[src/rtl/scratch_div_seq_ctrl.sv]
// scratch_div_seq_ctrl: walks scratch memory for the divider stage.
// Per item: fetch operand pair, pulse rd_data_rdy, wait for div_done,
// write the quotient address strobe. Configurable bases, strides, read
// latency and run length.
// Optional build macro SCRATCH_DIV_PREFETCH_EN overlaps the next operand
// fetch with the current division.
module scratch_div_seq_ctrl #(
    parameter int unsigned ADDR_W     = 16,
    parameter int unsigned CNT_W      = 8,
    parameter int unsigned SRC_BASE   = 64,
    parameter int unsigned SRC_STRIDE = 2,
    parameter int unsigned B_OFFSET   = 1,
    parameter int unsigned DST_BASE   = 128,
    parameter int unsigned DST_STRIDE = 1,
    parameter int unsigned RD_LAT     = 2
) (
    input  logic              clk,
    input  logic              reset,
    input  logic              enable,
    input  logic [CNT_W-1:0]  len,
    input  logic              div_done,
    output logic [ADDR_W-1:0] sc_mem_rd_addr1,
    output logic [ADDR_W-1:0] sc_mem_rd_addr2,
    output logic              sc_mem_rd_data_rdy,
    output logic [ADDR_W-1:0] sc_mem_wt_addr,
    output logic              sc_mem_wt_en,
    output logic              busy,
    output logic              done
);

    // Latency counter only needs to reach RD_LAT (at most 15).
    localparam int unsigned LAT_W = 4;

    typedef enum logic [2:0] {
        S_IDLE,
        S_ISSUE,
        S_WAIT_RD,
        S_RDY,
        S_WAIT_DIV,
        S_WRITE,
        S_DONE
    } state_t;

    state_t             state;
    state_t             state_nxt;
    logic [CNT_W-1:0]   idx;
    logic [CNT_W-1:0]   idx_nxt;
    logic [CNT_W-1:0]   len_q;
    logic [CNT_W-1:0]   len_nxt;
    logic [LAT_W-1:0]   lat_cnt;
    logic [LAT_W-1:0]   lat_nxt;
    logic [ADDR_W-1:0]  rd_addr1_nxt;
    logic [ADDR_W-1:0]  rd_addr2_nxt;
    logic [ADDR_W-1:0]  wt_addr_nxt;
    logic               rdy_nxt;
    logic               wt_en_nxt;
    logic               busy_nxt;
    logic               done_nxt;

    logic [CNT_W-1:0]   idx_inc;
    logic               last_item;
    logic               lat_full;

    // Operand A address of item i, modulo 2^ADDR_W.
    function automatic logic [ADDR_W-1:0] src_addr(input logic [CNT_W-1:0] i);
        return ADDR_W'(SRC_BASE) + ADDR_W'(ADDR_W'(i) * ADDR_W'(SRC_STRIDE));
    endfunction

    // Destination address of item i, modulo 2^ADDR_W.
    function automatic logic [ADDR_W-1:0] dst_addr(input logic [CNT_W-1:0] i);
        return ADDR_W'(DST_BASE) + ADDR_W'(ADDR_W'(i) * ADDR_W'(DST_STRIDE));
    endfunction

    // Item bookkeeping shared by several states.
    always_comb begin
        idx_inc   = idx + CNT_W'(1);
        last_item = (idx_inc == len_q);
        lat_full  = (lat_cnt == LAT_W'(RD_LAT));
    end

    // State, counters and registered outputs.
    always_ff @(posedge clk) begin
        if (reset) begin
            state              <= S_IDLE;
            idx                <= '0;
            len_q              <= '0;
            lat_cnt            <= '0;
            sc_mem_rd_addr1    <= '0;
            sc_mem_rd_addr2    <= '0;
            sc_mem_wt_addr     <= '0;
            sc_mem_rd_data_rdy <= 1'b0;
            sc_mem_wt_en       <= 1'b0;
            busy               <= 1'b0;
            done               <= 1'b0;
        end else begin
            state              <= state_nxt;
            idx                <= idx_nxt;
            len_q              <= len_nxt;
            lat_cnt            <= lat_nxt;
            sc_mem_rd_addr1    <= rd_addr1_nxt;
            sc_mem_rd_addr2    <= rd_addr2_nxt;
            sc_mem_wt_addr     <= wt_addr_nxt;
            sc_mem_rd_data_rdy <= rdy_nxt;
            sc_mem_wt_en       <= wt_en_nxt;
            busy               <= busy_nxt;
            done               <= done_nxt;
        end
    end

    // Next-state logic; lat_cnt counts cycles since the last read issue,
    // saturating at RD_LAT, and is zeroed on the cycle the addresses appear.
    always_comb begin
        state_nxt    = state;
        idx_nxt      = idx;
        len_nxt      = len_q;
        lat_nxt      = lat_full ? lat_cnt : lat_cnt + LAT_W'(1);
        rd_addr1_nxt = sc_mem_rd_addr1;
        rd_addr2_nxt = sc_mem_rd_addr2;
        wt_addr_nxt  = sc_mem_wt_addr;

        case (state)
            S_IDLE: begin
                if (enable) begin
                    len_nxt = len;
                    idx_nxt = '0;
                    if (len == '0) begin
                        state_nxt = S_DONE;
                    end else begin
                        state_nxt    = S_ISSUE;
                        rd_addr1_nxt = src_addr('0);
                        rd_addr2_nxt = src_addr('0) + ADDR_W'(B_OFFSET);
                        lat_nxt      = '0;
                    end
                end
            end
            S_ISSUE: begin
                state_nxt = S_WAIT_RD;
            end
            S_WAIT_RD: begin
                if (lat_full) begin
                    state_nxt = S_RDY;
                end
            end
            S_RDY: begin
                state_nxt = S_WAIT_DIV;
`ifdef SCRATCH_DIV_PREFETCH_EN
                if (!last_item) begin
                    rd_addr1_nxt = src_addr(idx_inc);
                    rd_addr2_nxt = src_addr(idx_inc) + ADDR_W'(B_OFFSET);
                    lat_nxt      = '0;
                end
`endif
            end
            S_WAIT_DIV: begin
                if (div_done) begin
                    state_nxt   = S_WRITE;
                    wt_addr_nxt = dst_addr(idx);
                end
            end
            S_WRITE: begin
                idx_nxt = idx_inc;
                if (last_item) begin
                    state_nxt = S_DONE;
                end else begin
`ifdef SCRATCH_DIV_PREFETCH_EN
                    state_nxt = lat_full ? S_RDY : S_WAIT_RD;
`else
                    state_nxt    = S_ISSUE;
                    rd_addr1_nxt = src_addr(idx_inc);
                    rd_addr2_nxt = src_addr(idx_inc) + ADDR_W'(B_OFFSET);
                    lat_nxt      = '0;
`endif
                end
            end
            S_DONE: begin
                state_nxt = S_IDLE;
            end
            default: begin
                state_nxt = S_IDLE;
            end
        endcase

        rdy_nxt   = (state_nxt == S_RDY);
        wt_en_nxt = (state_nxt == S_WRITE);
        done_nxt  = (state_nxt == S_DONE);
        busy_nxt  = (state_nxt != S_IDLE);
    end

endmodule

[config.mk]
export PLATFORM = sky130hd
export DESIGN_NAME = scratch_div_seq_ctrl
export DESIGN_NICKNAME = d
export VERILOG_FILES = /design/src/rtl/scratch_div_seq_ctrl.sv
export SDC_FILE = /design/constraint.sdc
export NUM_CORES = 1
export LEC_CHECK = 0
export CAP_MARGIN = 10
export CORE_AREA = 2 2 82 84
export DETAILED_ROUTE_END_ITERATION = 16
export DIE_AREA = 0 0 84 86
export GPL_TIMING_DRIVEN = 0
export PLACE_DENSITY = 0.77
export SETUP_SLACK_MARGIN = 0.1
export SLEW_MARGIN = 20
export SYNTH_ARGS = -nofsm -noshare
export SYNTH_HDL_FRONTEND = slang
export SYNTH_SLANG_ARGS = --single-unit
[constraint.sdc]
create_clock -name clk -period 2.4 [get_ports clk]
set_clock_uncertainty 0.05 [all_clocks]
set_input_delay 0.24 -clock clk [delete_from_list [all_inputs] [get_ports clk]]
set_output_delay 0.24 -clock clk [all_outputs]
set_load 0.01 [all_outputs]
=== Word level (Yosys, flattened, before mapping) ===
Index checks and enable logic that the tools add are counted.

* Bits in registers: 75
* Bits in latches: 0
* Memory bits (writable): 0
* Bits in read-only memories: 0
* Output and inout port bits: 52
* Word-level logic and storage cells: 58
* Memories kept: 0

* $add $sub $neg: 5
* Multiply operators: 0
* Divide/modulo/power cells: 0
* Order comparisons: 0
* Eq/ne operators: 13
* Shift operators: 0
* Multiplexer cells: 21
* Bitwise gates (word level): 0
* Reduce and logical (&&, ||, !) cells: 8

{| class="wikitable"
|+ Operators by type and width
! cell !! count
|-
| two-way mux 16 bit || 6
|-
| case mux 16 bit (2 select lines) || 2
|-
| case mux 3 bit (6 select lines) || 1
|-
| two-way mux 4 bit || 4
|-
| case mux 8 bit (2 select lines) || 1
|-
| two-way mux 3 bit || 5
|-
| == test 3 bit, second input constant || 4
|-
| adder 10 x 1 -> 11 bit, second input constant || 1
|-
| adder 7 x 9 -> 10 bit, first input constant || 1
|-
| adder 8 x 8 -> 9 bit, first input constant || 1
|-
| == test 3 x 2 -> 1 bit, second input constant || 3
|-
| adder 8 x 1 -> 8 bit, second input constant || 1
|-
| == test 8 bit || 1
|-
| zero test 8 bit || 1
|-
| two-way mux 8 bit || 1
|-
| case mux 4 bit (2 select lines) || 1
|-
| inequality test 2 bit, second input constant || 3
|-
| AND reduction 2 bit || 3
|-
| adder 4 x 1 -> 4 bit, second input constant || 1
|-
| == test 4 x 2 -> 1 bit, second input constant || 1
|-
| AND reduction 4 bit || 1
|-
| == test 3 x 1 -> 1 bit, second input constant || 1
|-
| zero test 3 bit || 1
|-
| nonzero test 3 bit || 1
|-
| nonzero test 2 bit || 1
|}

=== Longest topological paths before layout ===
* Depth in word-level cells: 5
* Depth in mapped cells: 8
* Depth with buffers taken out: 8

=== Worst setup path before layout ===
No wires, ideal clock.

* Path type: reg2reg
* Start point: register idx[1]
* End point: register lat_cnt[2]
* Setup time: 0.092 ns
* Arrival: 1.932 ns
* Setup slack: 0.326 ns
* Stages on the path, launching flop included: 9
* Path buffers: 1
* Clock period less this slack: 2.074 ns
* Cells stage by stage: dfxtp_1 > ha_1 > xor2_1 > xor2_1 > a2111oi_4 > o2111a_2 > a21oi_2 > buf_6 > nor4_1

* Word-level cells in the longest chain between the ends: 4

{| class="wikitable"
|+ Ends and longest elaborated chain
! what !! line !! text
|-
| start, declared || 46 || <nowiki>logic [CNT_W-1:0] idx;</nowiki>
|-
| start signal, assigned || 97 || <nowiki>idx <= idx_nxt;</nowiki>
|-
| adder 8 x 1 -> 8 bit || 76 || <nowiki>idx_inc = idx + CNT_W'(1);</nowiki>
|-
| == test 8 bit || 77 || <nowiki>last_item = (idx_inc == len_q);</nowiki>
|-
| two-way mux 4 bit || 162 || <nowiki>if (last_item) begin</nowiki>
|-
| case mux 4 bit (2 select lines) || 121 || <nowiki>case (state)</nowiki>
|-
| end signal, assigned || 99 || <nowiki>lat_cnt <= lat_nxt;</nowiki>
|-
| end, declared || 50 || <nowiki>logic [LAT_W-1:0] lat_cnt;</nowiki>
|}

Every way passes these cells.
A chain may end at the register's enable or synchronous reset.

=== Worst setup path in the final report ===
* Start point: register idx[1]
* End point: register done

* Word-level cells in the longest chain between the ends: 5

{| class="wikitable"
|+ Ends and longest elaborated chain
! what !! line !! text
|-
| adder 8 x 1 -> 8 bit || 76 ||
|-
| == test 8 bit || 77 ||
|-
| two-way mux 3 bit || 162 ||
|-
| case mux 3 bit (6 select lines) || 121 ||
|-
| == test 3 bit || 185 || <nowiki>done_nxt = (state_nxt == S_DONE);</nowiki>
|-
| end signal, assigned || 106 || <nowiki>done <= done_nxt;</nowiki>
|-
| end, declared || 28 || <nowiki>output logic done</nowiki>
|}

Every way passes these cells.

==> summary.md <==
| Metric | Value |
|---|---|
| Number of cells produced by synthesis | 301 |
| Detailed-routing iteration count for the pre-antenna-repair pass | 4 |
| Critical Path, Cell by Cell | ha_4 -> xor2_4 -> xor2_1 -> a2111oi_4 -> o2111a_2 -> buf_4 -> nand4_1 -> a221oi_2 |
| Number of port buffers | between 40 and 50 |
| Cell at the root of the clock tree | sky130_fd_sc_hd__clkbuf_8 |
| Wire length after detailed routing | 6.10 mm |
| Aggregate global routing overflow | 0 |
| Final design area excluding fillers | between 3000 and 4000 um^2 |
| Worst Max-Slew Pin Slew | 0.728 ns |
| Number of cell rows | 29 |
| Drt via density | 4.99 |
| F_max | roughly 450 MHz |
| Filler-free cell count of the finished design | around 460 |
| Fraction of registers with async set or reset after synthesis | 0 |
| Count of final hold-check violations | 0 |
| Via count | approximately 2300 |
| Compound-gate portion of the synthesized area | 0.162 |
| TritonCTS clock tree | built |
| Count of distinct cell types in the synthesized netlist | 43 |
| Maximum resistive drop on vdd | 0.000299 V |
| Status | finished, final reports clean |
| Pins Over Slew Limit | 0 |
| Number of remaining DRC errors | 0 |
| Number of global-route vias before repair | 2130 |
| Critical path class | reg2reg |
| Die area | approximately 7200 um^2 |
| Std-Cell Core Area | between 6000 and 7000 um^2 |
| Combined area of all synthesized cells | between 2000 and 2500 um^2 |
| Number of enable-type register cells in the synthesized netlist | 0 |
| Class of the tightest hold or removal check | in2reg |
| Chip Height | 86 um |
| Setup repair after global routing missed its margin | yes |
| GR Util All Layers | 0.168 |
| Proportion of synthesized area in mux cells | 0.00914 |
| Wire length of the first global-routing pass | 9.92 mm |
| Maximum cell stage delay along the critical path | 0.41 ns |
| Clock buffer count from CTS | 5 |
| Total number of yosys warnings | 0 |
| Max-slew headroom | 0.511 |
| Post-Synth Adder-Cell Area | 0.0203 |
| Post-placement cell area | 3050 um^2 |
| Maximum number of pins on one net before global-route repair | 15 |
| Layout overhead on the synthesized area | 37.4% |
| Synth Area in Simple Gates | 0.235 |
| Maximum net fanout on the critical path | 6 |
| Antenna-violating nets left | 0 |
| Nets | 395 |
| Post-CTS Hold Fix Bufs | 0 |
| Ys flop type | sky130_fd_sc_hd__dfxtp_1 |
| Fin crit period | 2.24 ns |
| Final Total Pwr | 1.78 mW |
| CTS sink count | 46 |
| Estimated wirelength of the detail-placed design | between 4 and 5 mm |
| Clock transition at the registers of the reported paths | 0.09 ns |
| Ratio of total power to cell area | 526 nW/um^2 |
| Worst Setup Start Kind | register |
| Share of the synthesized netlist area taken by xor and xnor gates | 0.0604 |
| Hold Worst Slack | between 0.2 and 0.3 ns |
| Die Width | 84 um |
| Final worst path period share | 0.934 |
| Largest family of logic cells by synthesized area | simple AND/OR/NAND/NOR gates |
| Worst setup EP type | register |
| Number of primary I/O pins | between 60 and 70 |
| Final TNS setup | 0 ns |
| Slowest-stage cell, CP | sky130_fd_sc_hd__dfxtp_4 |
| Number of buffers on the longest clock path | 2 |
| Post-synthesis sequential area ratio | 0.374 |
| Starting density of the core | 0.392 |
| Mean Syn Cell Area | just over 8 um^2 |
| Insertion delay to the later sink of the worst-skew pair | roughly 0.31 ns |
| Count of endpoints failing setup in the final report | 0 |
| Worst EP arrival | about 2.4 ns |
| Fraction of layout instances using a drive strength above 1 | 0.208 |
| Number of max-capacitance violations reported | 0 |
| Wire per inst | 13.3 um |
| Initial antenna violation count | 0 |
| Leak pwr | 1.33 nW |
| Yosys reg bits | 46 |
| Placer Congestion | about 0.85 |
| Count of routing violations after the opening detailed-route iteration | 114 |
| Total placed cells including tap cells | between 400 and 500 |
| # diodes | 0 |
| Required time of the critical path | 2.57 ns |
| Number of H-tree levels | 2 |
[sequential cells by signal, summed over array words and instances, names as in the netlist]
signal	flops
sc_mem_rd_addr2	2
sc_mem_rd_data_rdy	1
lat_cnt	4
busy	1
sc_mem_wt_en	1
sc_mem_wt_addr	9
idx	8
sc_mem_rd_addr1	8
len_q	8
state	3
done	1
[kinds of logic after synthesis]
group                      Yosys count
AOI/OAI and AO/OA                   64
muxes                                2
adders and majority gates            4
DFF                                 46
buffers and inverters               53
and+or+nand+nor                    114
xor gates and xnor gates            17
other                                1
[synth_stat cells (3+ instances only)]
cell                        n  area share
sky130_fd_sc_hd__o21ai_0   12       0.024
sky130_fd_sc_hd__buf_6      3       0.014
sky130_fd_sc_hd__nor2b_1    4       0.010
sky130_fd_sc_hd__ha_1       4       0.020
sky130_fd_sc_hd__dfxtp_1   46        0.37
sky130_fd_sc_hd__nor2_1    20       0.030
sky130_fd_sc_hd__nor3_1     5       0.010
sky130_fd_sc_hd__xor2_1    11       0.039
sky130_fd_sc_hd__nand3b_1   9       0.027
sky130_fd_sc_hd__nand3_1    7       0.014
sky130_fd_sc_hd__nand2b_1   3      0.0076
sky130_fd_sc_hd__inv_1      7       0.011
sky130_fd_sc_hd__xnor2_1    6       0.021
sky130_fd_sc_hd__clkbuf_1  10       0.015
sky130_fd_sc_hd__buf_4     31       0.094
sky130_fd_sc_hd__o22ai_1    6       0.015
sky130_fd_sc_hd__or3_1      6       0.015
sky130_fd_sc_hd__nor4_1     6       0.015
sky130_fd_sc_hd__nand2_1   43       0.066
sky130_fd_sc_hd__a21oi_1   30       0.061
[final cells by class]
class,instances,area [um^2]
fillers,597,2890
inverters,7,26.3
flip-flops and latches,46,928
plain buffers,46,324
clock inverters,2,60.1
clock buffers,6,82.6
well taps,77,96.3
repair buffers,52,497
multi-input cells,221,1370
[placed cells by master (no fill, tap or decap), types with 3 or more instances in the layout]
cell / synthesis / layout
sky130_fd_sc_hd__a21oi_1: 30 / 29
sky130_fd_sc_hd__buf_4: 31 / 38
sky130_fd_sc_hd__buf_6: 3 / 6
sky130_fd_sc_hd__clkbuf_1: 10 / 10
sky130_fd_sc_hd__clkbuf_8: 0 / 6
sky130_fd_sc_hd__clkdlybuf4s50_1: 0 / 42
sky130_fd_sc_hd__conb_1: 1 / 20
sky130_fd_sc_hd__dfxtp_1: 46 / 42
sky130_fd_sc_hd__dfxtp_2: 0 / 3
sky130_fd_sc_hd__ha_1: 4 / 3
sky130_fd_sc_hd__inv_1: 7 / 7
sky130_fd_sc_hd__nand2_1: 43 / 43
sky130_fd_sc_hd__nand2b_1: 3 / 3
sky130_fd_sc_hd__nand3_1: 7 / 6
sky130_fd_sc_hd__nand3b_1: 9 / 9
sky130_fd_sc_hd__nor2_1: 20 / 20
sky130_fd_sc_hd__nor3_1: 5 / 4
sky130_fd_sc_hd__nor4_1: 6 / 5
sky130_fd_sc_hd__o21ai_0: 12 / 12
sky130_fd_sc_hd__o22ai_1: 6 / 6
sky130_fd_sc_hd__or3_1: 6 / 6
sky130_fd_sc_hd__xnor2_1: 6 / 6
sky130_fd_sc_hd__xor2_1: 11 / 10
[critical path: cells and delay by family (launching register included)]
kind	cells	cell delay, ns
AND/OR/NAND/NOR	1	0.12
flip-flops	1	0.41
AO/OA/AOI/OAI	3	0.92
XOR/XNOR	2	0.33
buffers and inverters	1	0.12
adder cells (fa/ha/maj)	1	0.20
[what timing repair did]
item / 4_1_cts / 5_1_grt
buffers inserted: 1 / 8
endpoints found under the setup margin: 19 / 22
endpoints found under the hold margin: 0 / 0
cloned: 0 / 1
pin swaps: 1 / 6
gates resized for setup: 8 / 16
[stage by stage]
step	worst slack, ns	utilization
after detailed placement	-0.258	0.486
after global placement	-0.246	0.486
after floorplan	0.326	-
after CTS	0.146	0.517
final	0.159	0.539
after global routing	0.0638	0.539
[layer usage]
layer  track usage  routed length, um
met1         0.220               2650
met2         0.281               2950
met3        0.0308                418
met4        0.0572                 69
met5             0                  0
[where the power goes]
group | internal, mW | switching, mW
clock network | 0.444 | 0.275
registers | 0.788 | 0.0190
logic | 0.113 | 0.142
[final timing paths]
check / start / slack, ns / cells after the start / end
max: idx[1] / 0.16 / 8 / done
min: reset / 0.26 / 2 / state[1]
max reg2reg: idx[1] / 0.16 / 8 / done
min reg2reg: sc_mem_wt_addr[6] / 0.41 / 2 / sc_mem_wt_addr[6]
Note: power is estimated with default switching activity, not from simulation.
==> edit 1, RTL diff (config.mk and constraints unchanged) <==
The option `SCRATCH_DIV_PREFETCH_EN` is turned on by a define.
--- a/src/rtl/scratch_div_seq_ctrl.sv
+++ b/src/rtl/scratch_div_seq_ctrl.sv
@@ -6,2 +6,4 @@
 // fetch with the current division.
+`define SCRATCH_DIV_PREFETCH_EN
+
 module scratch_div_seq_ctrl #(
Function: changed (Yosys sat finds a counterexample within 10 cycles, from zero or initial values and one cycle with reset high).
==> edit 1 against the unedited design <==
- total power fell by 1.1%
- critical path depth fell by 1
- synthesized area fell by 2.1%
- design area fell by 4.7%
- wire length fell by 12%
- sequential cell count did not move
- highest routed layer unchanged
- first-iteration DRC count rose by 42%
- largest power group unchanged
- setup slack improved by 10 ps
==> edit 1: results (changes against the unedited design) <==
* Via-to-Cell Ratio at 4.820 (-3.4%)
* Pre-CTS setup slack at 34.96 ps (+292.9 ps)
* Clk cell area share at 4.422% (+0.21 points)
* Inverters excl. clock at 10 (+3)
* Slowest cell on crit path: or4b_1
* Internal power at 1349 µW (+0.32%)
* Ranking of synthesized cells by area: dfxtp_1 38%, buf_4 10%, nor2_1 4.5%, a21oi_1 4.4%, nand2_1 4.0%
* First-pass GRT wire length at 8832 µm (-11%)
* Vias in the first global route at 1886 (-11%)
* Area grow syn2layout at 33.71%
* Seq/total area at 28.67% (+1.2 points)
* Repair and plain buffers at 90 (-8.2%)
* Cts repair resizes at 2 (-6)
* Worst slew pin tran at 707.8 ps (-20.55 ps)
* Hold Crit Class: register to register
* Fill count at 575 (-3.7%)
* Grt met3 use at 2.599% (-0.48 points)
* Area post-placement at 3010 µm² (-1.4%)
* Post-Syn Area per Cell at 8.740 µm² (+6.8%)
* Total wire length at 5337 µm (-12%)
* Reg-to-Reg Start: state[1]
* GRT Overall Usage at 15.06% (-1.8 points)
* Status: completed
* DP Cell Count at 415 (-5.5%)
* WHS Endpoint: sc_mem_rd_addr1[8]
* IO Port Bufs at 43 (+2.4%)
* Data buffer area share at 23.35% (-0.90 points)
* Most instantiated cells after synthesis: 46 x dfxtp_1, 32 x buf_4, 29 x nor2_1
* Cells after synthesis at 276 (-8.3%)
* Critical-path maximum fanout at 10 (+4)
* Worst IR Drop VDD at 0.3238 mV (+8.2%)
edit 1: logic make-up after synthesis:
logic type / after synthesis / share of synthesized area [%]
flops: 46 / 38.17
compound gates: 48 / 13.64
other cells: 1 / 0.1555
mux: 9 / 3.735
buf+inv: 57 / 14.73
fa+ha+maj: 4 / 2.075
simple gates: 93 / 19.81
xor+xnor: 18 / 7.676
edit 1: power groups by stage:
stage,sequential (µW),clock [µW],combinational [µW]
finish,806,707,249
global route,810,741,274
CTS,807,712,241
detailed placement,825,0,240
global placement,824,0,234
floorplan,825,0,165
edit 1: worst max-delay path: cells and delay by family (launching register included):
| kind | cells | cell delay, ps |
|---|---|---|
| buffers and inverters | 3 | 680 |
| and+or+nand+nor | 1 | 550 |
| AOI/OAI and AO/OA | 3 | 550 |
| DFF | 1 | 300 |
edit 1: routing by layer:
layer / up-vias / share of wire [%]
met5: - / 0
met4: 0 / 1.5
met3: 9 / 6.2
met2: 65 / 50
met1: 934 / 42
li1: 1031 / -
==> edit 2, RTL diff (same flow settings) <==
Without the edit above. Encoding of `state_t`: now one-hot (7 bits for 7 states).
--- a/src/rtl/scratch_div_seq_ctrl.sv
+++ b/src/rtl/scratch_div_seq_ctrl.sv
@@ -33,10 +33,10 @@
 
-    typedef enum logic [2:0] {
-        S_IDLE,
-        S_ISSUE,
-        S_WAIT_RD,
-        S_RDY,
-        S_WAIT_DIV,
-        S_WRITE,
-        S_DONE
+    typedef enum logic [6:0] {
+        S_IDLE     = 7'b0000001,
+        S_ISSUE    = 7'b0000010,
+        S_WAIT_RD  = 7'b0000100,
+        S_RDY      = 7'b0001000,
+        S_WAIT_DIV = 7'b0010000,
+        S_WRITE    = 7'b0100000,
+        S_DONE     = 7'b1000000
     } state_t;
Behaviour: no difference found for any inputs over 10 cycles, from zero or initial values and one cycle with reset high; not proved beyond that.
==> edit 2 against the unedited design <==
- synthesized area grew 9.6%
- sequential cell count grew 4
- wire length shrank 0.66%
- sequential power grew 8.8%
- total power grew 5.3%
- critical path depth is the same
- non-clock buffer count shrank 3
- setup slack lost 23 ps
- sequential share of layout area grew 0.75 points
- design area grew 6.0%
- critical path type unchanged
- critical endpoint is now sc_mem_rd_addr2[0]
- highest routed layer unchanged
==> edit 2: results (changes against the unedited design) <==
* Ranking of synthesized cells by area: dfxtp_1 37%, buf_4 8.3%, nor2_1 5.3%, mux2i_1 5.2%, xnor2_1 3.6%
* Slowest cell on crit path: a2111oi_4
* Most instantiated cells after synthesis: 50 x dfxtp_1, 38 x nor2_1, 30 x buf_4
* Met2 Routed Length at 3088 µm (+4.5%)
* Pre-CTS setup slack at -108.7 ps (+149.3 ps)
* Grt met3 use at 3.272% (+0.19 points)
* Layout Cells excl Fill at 449 (-1.8%)
* Compound-Gate Fraction of Synth Area at 14.03% (-2.1 points)
* Fraction of the mapped netlist area in adder cells at 1.853% (-0.18 points)
* Routability cong. at 0.8764 (+3.0%)
* Vias post-DR at 2234 (-2.1%)
* Share of cells above drive strength 1 at 23.66% (+2.9 points)
* Crit path largest cell delay at 380 ps (-30 ps)
* DR iter-0 viols at 94 (-18%)
* Critical-path maximum fanout at 7 (+1)
* Grt met1 use at 20.15% (-1.8 points)
* Reg-to-Reg Start: idx[2]
* Wire length on met1 at 2585 µm (-2.6%)
* Leak at 0.001452 µW (+9.2%)
* Post-Syn Area per Cell at 9.188 µm² (+12%)
* Status: completed
* Register area share after synthesis at 37.05% (-0.33 points)
* Mux contribution to synthesized area at 5.604% (+4.7 points)
* Met2 usage at 28.07% (-0.073 points)
* GRT Overall Usage at 16.13% (-0.69 points)
* Worst IR Drop VDD at 0.4110 mV (+37%)
* First-pass GRT wire length at 9466 µm (-4.5%)
* Xor/xnor share of the synthesized area at 7.318% (+1.3 points)
==> edit 2: final cells by class <==
cell class,count,area [µm²]
clock inverter,2,60.06
tap,77,96.34
sequential,50,1011
buffer,44,330.3
multi-input combinational,208,1460
inverter,11,41.29
clock buffer,6,82.58
fill,580,2690
timing repair buffer,51,505.5
==> edit 2: report_power, final <==
part	switching, µW	internal, µW
Sequential	23.8	854
Combinational	131	146
Clock	277	444
==> edit 2: logic make-up after synthesis <==
kind of cell,Yosys count
adder cells (fa/ha/maj),4
XOR/XNOR,17
other,1
AND/OR/NAND/NOR,102
AO/OA/AOI/OAI,50
buffers and inverters,55
flip-flops,50
multiplexers,15
==> edit 2: through the flow <==
| stage | hold slack, ps | area (µm²) | TNS, ps |
|---|---|---|---|
| detailed placement | 411.9 | 3289 | -551.8 |
| floorplan | 337.2 | 2773 | 0 |
| finish | 416.3 | 3587 | 0 |
| global placement | 398.9 | 3289 | -186.8 |
| global route | 445.2 | 3587 | 0 |
| CTS | 413.1 | 3452 | 0 |
==> edit 2: worst paths after layout <==
kind	end	slack, ps	cells past startpoint
worst min-delay path	sc_mem_rd_addr1[3]	420	2
worst min register to register	sc_mem_rd_addr2[0]	430	1
worst max register to register	sc_mem_rd_addr2[0]	140	8
worst max-delay path	sc_mem_rd_addr2[0]	140	8
==> edit 2: what timing repair did <==
action,in CTS,in global routing
pin swaps,1,5
gates resized for setup,4,14
setup buffers,1,7
gates cloned,0,1
endpoints found under the setup margin,17,15
